File: config.mk
export PLATFORM = sky130hd
export DESIGN_NAME = param_modulo_counter
export DESIGN_NICKNAME = d
export VERILOG_FILES = /design/src/rtl/modcnt_pkg.sv /design/src/rtl/modcnt_next.sv /design/src/rtl/param_modulo_counter.sv
export SDC_FILE = /design/constraint.sdc
export NUM_CORES = 1
export LEC_CHECK = 0
export CORE_AREA = 2 2 39 41
export CTS_CLUSTER_SIZE = 14
export DETAILED_ROUTE_END_ITERATION = 10
export DIE_AREA = 0 0 41 43
export HOLD_SLACK_MARGIN = 0.15
export PLACE_DENSITY = 0.66
export SETUP_SLACK_MARGIN = 0.3
export SLEW_MARGIN = 10
export SYNTH_ARGS = -nofsm -noshare
export SYNTH_HDL_FRONTEND = slang
export SYNTH_SLANG_ARGS = --single-unit
File: constraint.sdc
create_clock -name clk -period 1.75 [get_ports clk]
set_input_delay 0.35 -clock clk [delete_from_list [all_inputs] [get_ports clk]]
set_output_delay 0.35 -clock clk [all_outputs]
set_load 0.005 [all_outputs]
File: src/rtl/modcnt_pkg.sv
`default_nettype none
// ============================================================================
// Module   : modcnt_pkg
// Brief    : Shared constants and width helper for param_modulo_counter.
// Revision : 1.0 - initial release
// ============================================================================
package modcnt_pkg;

  localparam logic DIR_UP   = 1'b0;
  localparam logic DIR_DOWN = 1'b1;

  localparam int WRAP_CNT_W = 16;

  // Number of bits needed to hold values 0..value-1 (minimum 0).
  function automatic int clog2(input int value);
    int result;
    result = 0;
    for (int i = 0; i < 31; i++) begin
      if ((1 << i) < value) begin
        result = i + 1;
      end
    end
    return result;
  endfunction

endpackage : modcnt_pkg
`default_nettype wire

File: src/rtl/modcnt_next.sv
`default_nettype none
// ============================================================================
// Module   : modcnt_next
// Brief    : Combinational next-count and terminal-count calculator.
// Revision : 1.0 - initial release
// ============================================================================
module modcnt_next
  import modcnt_pkg::*;
#(
  parameter int WIDTH   = 4,
  parameter int MODULUS = 6
) (
  input  logic [WIDTH-1:0] count,
  input  logic             dir,
  input  logic             en,
  input  logic             clr,
  input  logic             load,
  input  logic [WIDTH-1:0] load_val,
  output logic [WIDTH-1:0] next_count,
  output logic             tc
);

  // One spare bit so MODULUS == 2**WIDTH still compares cleanly.
  localparam int c_cw = ((clog2(MODULUS) > WIDTH) ? clog2(MODULUS) : WIDTH) + 1;
  localparam logic [c_cw-1:0] c_last = c_cw'(MODULUS - 1);

  logic [c_cw-1:0] w_cnt_ext;
  logic [c_cw-1:0] w_load_ext;
  logic            w_at_last;
  logic            w_at_zero;
  logic            w_term;

  always_comb begin
    w_cnt_ext  = c_cw'(count);
    w_load_ext = c_cw'(load_val);
    w_at_last  = (w_cnt_ext == c_last);
    w_at_zero  = (count == '0);
    w_term     = (dir == DIR_DOWN) ? w_at_zero : w_at_last;
    tc         = en & ~clr & ~load & w_term;

    next_count = count;
    if (clr) begin
      next_count = '0;
    end else if (load) begin
      next_count = (w_load_ext > c_last) ? WIDTH'(c_last) : load_val;
    end else if (en) begin
      if (dir == DIR_UP) begin
        next_count = w_at_last ? '0 : WIDTH'(w_cnt_ext + 1'b1);
      end else begin
        next_count = w_at_zero ? WIDTH'(c_last) : WIDTH'(w_cnt_ext - 1'b1);
      end
    end
  end

endmodule : modcnt_next
`default_nettype wire

File: src/rtl/param_modulo_counter.sv
`default_nettype none
// ============================================================================
// Module   : param_modulo_counter
// Brief    : Modulo-N up/down counter with tc strobe and divide-by-2N output.
//            Optional wrap counter output enabled by MODCNT_WRAP_COUNT_EN.
// Revision : 1.0 - initial release
// ============================================================================
module param_modulo_counter
  import modcnt_pkg::*;
#(
  parameter int WIDTH     = 4,
  parameter int MODULUS   = 6,
  parameter int RESET_VAL = 0
) (
  input  logic             clk,
  input  logic             reset,
  input  logic             en,
  input  logic             dir,
  input  logic             clr,
  input  logic             load,
  input  logic [WIDTH-1:0] load_val,
  output logic [WIDTH-1:0] count,
  output logic             tc,
`ifdef MODCNT_WRAP_COUNT_EN
  output logic [WRAP_CNT_W-1:0] wrap_cnt,
`endif
  output logic             div_out
);

  if ((MODULUS < 2) || (MODULUS > (2 ** WIDTH))) begin : g_bad_modulus
    $error("param_modulo_counter: MODULUS must satisfy 2 <= MODULUS <= 2**WIDTH");
  end
  if ((RESET_VAL < 0) || (RESET_VAL >= MODULUS)) begin : g_bad_reset_val
    $error("param_modulo_counter: RESET_VAL must be below MODULUS");
  end

  logic [WIDTH-1:0] r_count;
  logic             r_div;
  logic [WIDTH-1:0] w_next_count;
  logic             w_tc;

  modcnt_next #(
    .WIDTH   (WIDTH),
    .MODULUS (MODULUS)
  ) u_next (
    .count      (r_count),
    .dir        (dir),
    .en         (en),
    .clr        (clr),
    .load       (load),
    .load_val   (load_val),
    .next_count (w_next_count),
    .tc         (w_tc)
  );

  always_ff @(posedge clk or posedge reset) begin
    if (reset) begin
      r_count <= WIDTH'(RESET_VAL);
      r_div   <= 1'b0;
    end else begin
      r_count <= w_next_count;
      if (w_tc) begin
        r_div <= ~r_div;
      end
    end
  end

`ifdef MODCNT_WRAP_COUNT_EN
  logic [WRAP_CNT_W-1:0] r_wrap_cnt;

  always_ff @(posedge clk or posedge reset) begin
    if (reset) begin
      r_wrap_cnt <= '0;
    end else if (clr) begin
      r_wrap_cnt <= '0;
    end else if (w_tc && (r_wrap_cnt != {WRAP_CNT_W{1'b1}})) begin
      r_wrap_cnt <= r_wrap_cnt + 1'b1;
    end
  end

  assign wrap_cnt = r_wrap_cnt;
`endif

  assign count   = r_count;
  assign tc      = w_tc;
  assign div_out = r_div;

endmodule : param_modulo_counter
`default_nettype wire

==> qor.yml, run 1 <==
post-route-period-util: 1.09
grt-ovfl-total: 0
tns_ns: -0.154
yosysWarnings: 0
coreArea_um2: 1380
antenna_found_initial: 0
cp-end-kind: "output port"
fin_skew_ns: 0.00315
drtPass1Iterations: 4
p_leak_nw: 0.434
gp_congestion: 0.800
start_util: 0.354
p_comb_frac: 0.484
rows: 14
intPower_mw: 0.381
hpwl_um: 1030
die_h_um: 43
antennaDiodeCount: 0
cp-start-kind: "flip-flop"
critical_path.max_stage_delay_ns: 0.39
clockBufferDepth: 2
hold_buffers: 0
setup_viol: 1
dp_slack_ns: -0.496
wl_per_cell_um: 13.0
status: "finished with violations"
cts_made_buffers: 3
yosys.area.top_type: "dfrtp_1"
grt_max_degree: 9
grt_pass1_wl_um: 2300
synthDistinctLibCells: 31
syn_inst: 58
powerDensity_nw_per_um2: 605
crit_path_top_delay_cell: "dfrtp_1"
finalHoldViolations: 0
cts_root_buf: "clkbuf_4"
dp.cells: 101
clock.fmax_ghz: 0.525
clkPwrFrac: 0.255
synth_xor_xnor_area_share: 0.0332
yosys.area_share.simple: 0.278
min_path_type: "primary input to async pin"
dieWidth_um: 41
routed_wl_um: 1460
synth_compound_area_frac: 0.253
htree_levels: 1
gr-usage-all-layers: 0.193
io_buffer_count: 15
num_vias: 589
place_area_um2: 753
syn-num-nets: 72
setup_ws_ns: -0.154
design_area_um2: 920
crit_required_ns: 1.40
crit_fanout: 3
swShare: 0.314
drtIter0Drc: 21
finalNonFillerCells: 112
violations: "setup timing"
synthMuxAreaShare: 0
tightest_slew_ns: 0.233
dieArea_um2: 1760
relSlewSlack: 0.842
clk_latency_ns: 0.25
ant_nets: 0
synth_seq_cells: 5
synth_top_area_share: 0.255
first_global_vias: 552
p_seq_frac: 0.262
rsz0062_at_grt: "true"
mostFrequentLayoutCell: "buf_4"
clkSinkCount: 5
via_per_inst: 5.26
syn_area_per_cell_um2: 8.46
ios: 16
netlist_area_um2: 490
synthAdderAreaFrac: 0.102
final_cell_mix: "buf_4 (16), clkdlybuf4s50_1 (9), nor2_1 (6), buf_6 (5)"
crit_chain: "inv_2, ha_4, and4bb_1, o21bai_4, and3_4, buf_6"
synth.area.top_cells: "dfrtp_1 (26%), ha_1 (10%), nor2_1 (5.4%)"
whs_ns: 0.306
synth_top_family_by_area: "simple AND/OR/NAND/NOR gates"
slew_viol_final: 0
criticalPathCategory: "flip-flop to output port"
drive_above_1_share: 0.438
switching_power_mw: 0.175
drc: 0
arrival_ns: 1.55
ir_drop_uv: 299
max_cap_viol_count: 0
ys_seq_area_frac: 0.255
final_nets: 111
cts_tree: "built"
min_period_ns: 1.90
area_delta_synth_final_pct: 87.5
clk_pin_slew_worst_paths_ns: 0.05
==> flip-flops by register name, summed over array words and instances, names as in the netlist <==
signal / count
count: 4
div_out: 1
==> synthesized netlist by cell type (all sizes together) <==
cell type	number
nor2	7
inv	6
dfrtp	5
o21ai	5
ha	4
nand2	3
a22o	2
buf	2
nand3	2
nand3b	2
nor2b	2
o21bai	2
a21boi	1
a21oi	1
a22oi	1
a311oi	1
a31o	1
and2b	1
and3	1
and4b	1
and4bb	1
nand2b	1
nor3	1
nor4b	1
o211a	1
o22ai	1
o311ai	1
xor2	1
==> area by class of cell <==
type	count	area, µm²
flip-flops and latches	5	126
clock buffers	4	26.3
well taps	16	20.0
fillers	121	464
multi-input cells	45	407
inverters	6	22.5
repair buffers	36	318
==> power by group through the flow <==
stage	clock network [mW]	logic (mW)	registers (mW)
2_1_floorplan	0	0.0856	0.160
3_3_place_gp	0	0.199	0.154
3_5_place_dp	0	0.201	0.154
4_1_cts	0.144	0.247	0.145
5_1_grt	0.151	0.292	0.150
6_report	0.142	0.269	0.146
==> worst max-delay path: cells and delay by family, from the launching register on <==
kind / cells / cell delay, ns
AO/OA/AOI/OAI: 1 / 0.13
buffers and inverters: 2 / 0.21
AND/OR/NAND/NOR: 2 / 0.42
adder cells (fa/ha/maj): 1 / 0.15
flip-flops: 1 / 0.39
==> through the flow <==
step	utilization	total power, mW
detailed placement	0.544	0.355
CTS	0.618	0.536
finish	0.665	0.556
global route	0.665	0.594
floorplan	-	0.245
global placement	0.544	0.353
==> metal layers <==
layer  global-route usage  part of all wire
met4               0.0400                 0
met3               0.0628             0.060
met1                0.231              0.41
met2                0.322              0.53
met5                    0                 0
==> worst paths after layout <==
check                          from       end  slack [ns]  cells after the start
min in group clk            div_out   div_out        0.54                      2
min                           reset   div_out        0.31                      2
min reg2reg                 div_out   div_out        0.54                      2
max in group asynchronous     reset  count[0]        1.24                      2
max reg2reg                count[1]  count[2]        0.21                      9
max                        count[1]        tc       -0.15                      6
==> cells by family after synthesis <==
kind of cell,count (synthesis)
and+or+nand+nor,23
AOI/OAI and AO/OA,17
buffers and inverters,8
DFF,5
adders and majority gates,4
xor gates and xnor gates,1
==> repair_timing <==
item,CTS,global route
setup buffers,5,2
pin swaps,2,7
endpoints found under the setup margin,9,9
resized for setup,22,18
Power figures use the tool's default switching activity.
==> inputs of run 2 (changes only) <==
Settings changed: CTS_BUF_LIST set to sky130_fd_sc_hd__clkbuf_4, GPL_ROUTABILITY_DRIVEN set to 0.
==> qor.yml, run 2 (synthesis gave the netlist of run 1 again) <==
post-route-util: 0.667  # +0.00271
first_global_vias: 550  # -0.36%
mostFrequentLayoutCell: "buf_4"
fillCellCount: 119  # -1.7%
dieArea_um2: 1760  # unchanged
routed_wl_um: 1440  # -1.1%
grt_max_degree: 9  # unchanged
hpwl_um: 1030  # unchanged
cts_root_buf: "clkbuf_4"
reg2reg_from: "count[1]"
antenna_found_initial: 0  # unchanged
violations: "setup timing"
worstSetupPathDepth: 6  # unchanged
finalHoldViolations: 0  # unchanged
seq_area_um2: 126  # unchanged
io_buffer_count: 15  # unchanged
tns_ns: -0.149  # +0.00469 ns
clk_latency_ns: 0.24  # about the same
relSlewSlack: 0.842  # about the same
wl_per_cell_um: 12.8  # -1.1%
die_h_um: 43  # unchanged
cp-start-kind: "flip-flop"
rr_worst_depth: 9  # unchanged
rows: 14  # unchanged
criticalPathCategory: "flip-flop to output port"
final_nets: 111  # unchanged
cts_made_buffers: 3  # unchanged
critical_path.max_stage_delay_ns: 0.39  # about the same
fin_total_pwr_mw: 0.569  # +2.3%
drc: 0  # unchanged
post-route-period-util: 1.09  # -0.00268
ios: 16  # unchanged
tightest_slew_ns: 0.233  # -0.000169 ns
cp-endpoint: "tc"
drtIter0Drc: 11  # -48%
area_delta_synth_final_pct: 88.3
min_path_type: "primary input to async pin"
clock.fmax_ghz: 0.527  # +0.25%
drive_above_1_share: 0.448  # +0.0104
powerDensity_nw_per_um2: 616  # +1.9%
via_per_inst: 5.25  # -0.17%
clkSinkCount: 5  # unchanged
slew_viol_final: 0  # unchanged
ant_nets: 0  # unchanged
grt-ovfl-total: 0  # unchanged
regToRegSetupSlack_ns: 0.21  # about the same
fin_skew_ns: 0.00266  # -0.000485 ns
antennaDiodeCount: 0  # unchanged
cp-end-kind: "output port"
arrival_ns: 1.55  # about the same
clk_pin_slew_worst_paths_ns: 0.05  # about the same
drtPass1Iterations: 4  # unchanged
rsz0062_at_grt: "true"
cts_tree: "built"
cp_top_family: "simple AND/OR/NAND/NOR gates"
htree_levels: 1  # unchanged
ir_drop_uv: 311  # +4.2%
num_vias: 588  # -0.17%
dieWidth_um: 41  # unchanged
crit_fanout: 3  # unchanged
r2r-end: "count[2]"
final_cell_mix: "buf_4 (16), clkdlybuf4s50_1 (9), nor2_1 (6), buf_6 (5)"
crit_start: "count[1]"
status: "finished with violations"
max_cap_viol_count: 0  # unchanged
crit_required_ns: 1.40  # about the same
crit_chain: "inv_2, ha_4, and4bb_1, o21bai_4, and3_4, buf_6"
hold_buffers: 0  # unchanged
clockBufferDepth: 2  # unchanged
multiInputGateArea_um2: 407  # unchanged
grt_pass1_wl_um: 2290  # -0.61%
largest_register_ffs: 4  # unchanged
finalNonFillerCells: 112  # unchanged
setup_viol: 1  # unchanged
start_util: 0.354  # unchanged
setup_ws_ns: -0.149  # +0.00469 ns
p_leak_nw: 0.438  # +0.79%
coreArea_um2: 1380  # unchanged
min_period_ns: 1.90  # -0.00469 ns
critical_path_buf_inv_count: 2  # unchanged
dp.cells: 101  # unchanged
gr-usage-all-layers: 0.190  # -0.00302
crit_path_top_delay_cell: "dfrtp_1"
==> run 2: worst register-to-register path, delay by kind of cell, from the launching register on <==
| kind | cells | cell delay (ns) |
|---|---|---|
| AOI/OAI and AO/OA | 3 | 0.35 |
| and+or+nand+nor | 1 | 0.08 |
| adders and majority gates | 1 | 0.15 |
| buffers and inverters | 4 | 0.46 |
| DFF | 1 | 0.37 |
==> run 2: what timing repair did <==
action / in CTS / in global routing
setup buffers: 5 / 2
gates resized for setup: 22 / 18
pin swaps: 2 / 7
endpoints found under the setup margin: 9 / 9
endpoints found under the hold margin: 0 / 0
==> run 2: layout make-up <==
cell class	count	share of cell area
flip-flops and latches	5	0.137
repair buffers	36	0.344
clock buffers	4	0.0325
well taps	16	0.0217
multi-input cells	45	0.440
inverters	6	0.0244
==> run 2: power by group <==
group,switching [mW],leakage [nW],internal [mW]
clock network,0.0524,0.0184,0.102
registers,0.0105,0.0630,0.135
logic,0.109,0.356,0.160
==> run 2: routing by layer <==
layer  vias to the layer above  share of wire  GRT usage
met5                         -              0          0
met4                         0              0     0.0200
met3                         0          0.067     0.0628
met2                        23           0.52      0.322
met1                       278           0.41      0.231
li1                        287              -          -
==> run 2: how the worst min path moves through the flow <==
stage	slack, ns	endpoint	startpoint	cells after the start
final	0.31	count[0]	reset	2
after global routing	0.35	div_out	reset	2
after CTS	0.30	div_out	reset	2
after detailed placement	0.49	div_out	div_out	1
after global placement	0.50	div_out	div_out	1
after floorplan	0.13	count[1]	reset	1
==> run 2: metrics by stage <==
stage | cell area (µm²) | hold slack (ns) | worst slack [ns]
detailed placement | 753 | 0.494 | -0.496
global route | 923 | 0.353 | -0.191
floorplan | 494 | 0.128 | 0.232
global placement | 753 | 0.499 | -0.473
finish | 923 | 0.310 | -0.149
CTS | 860 | 0.304 | -0.119
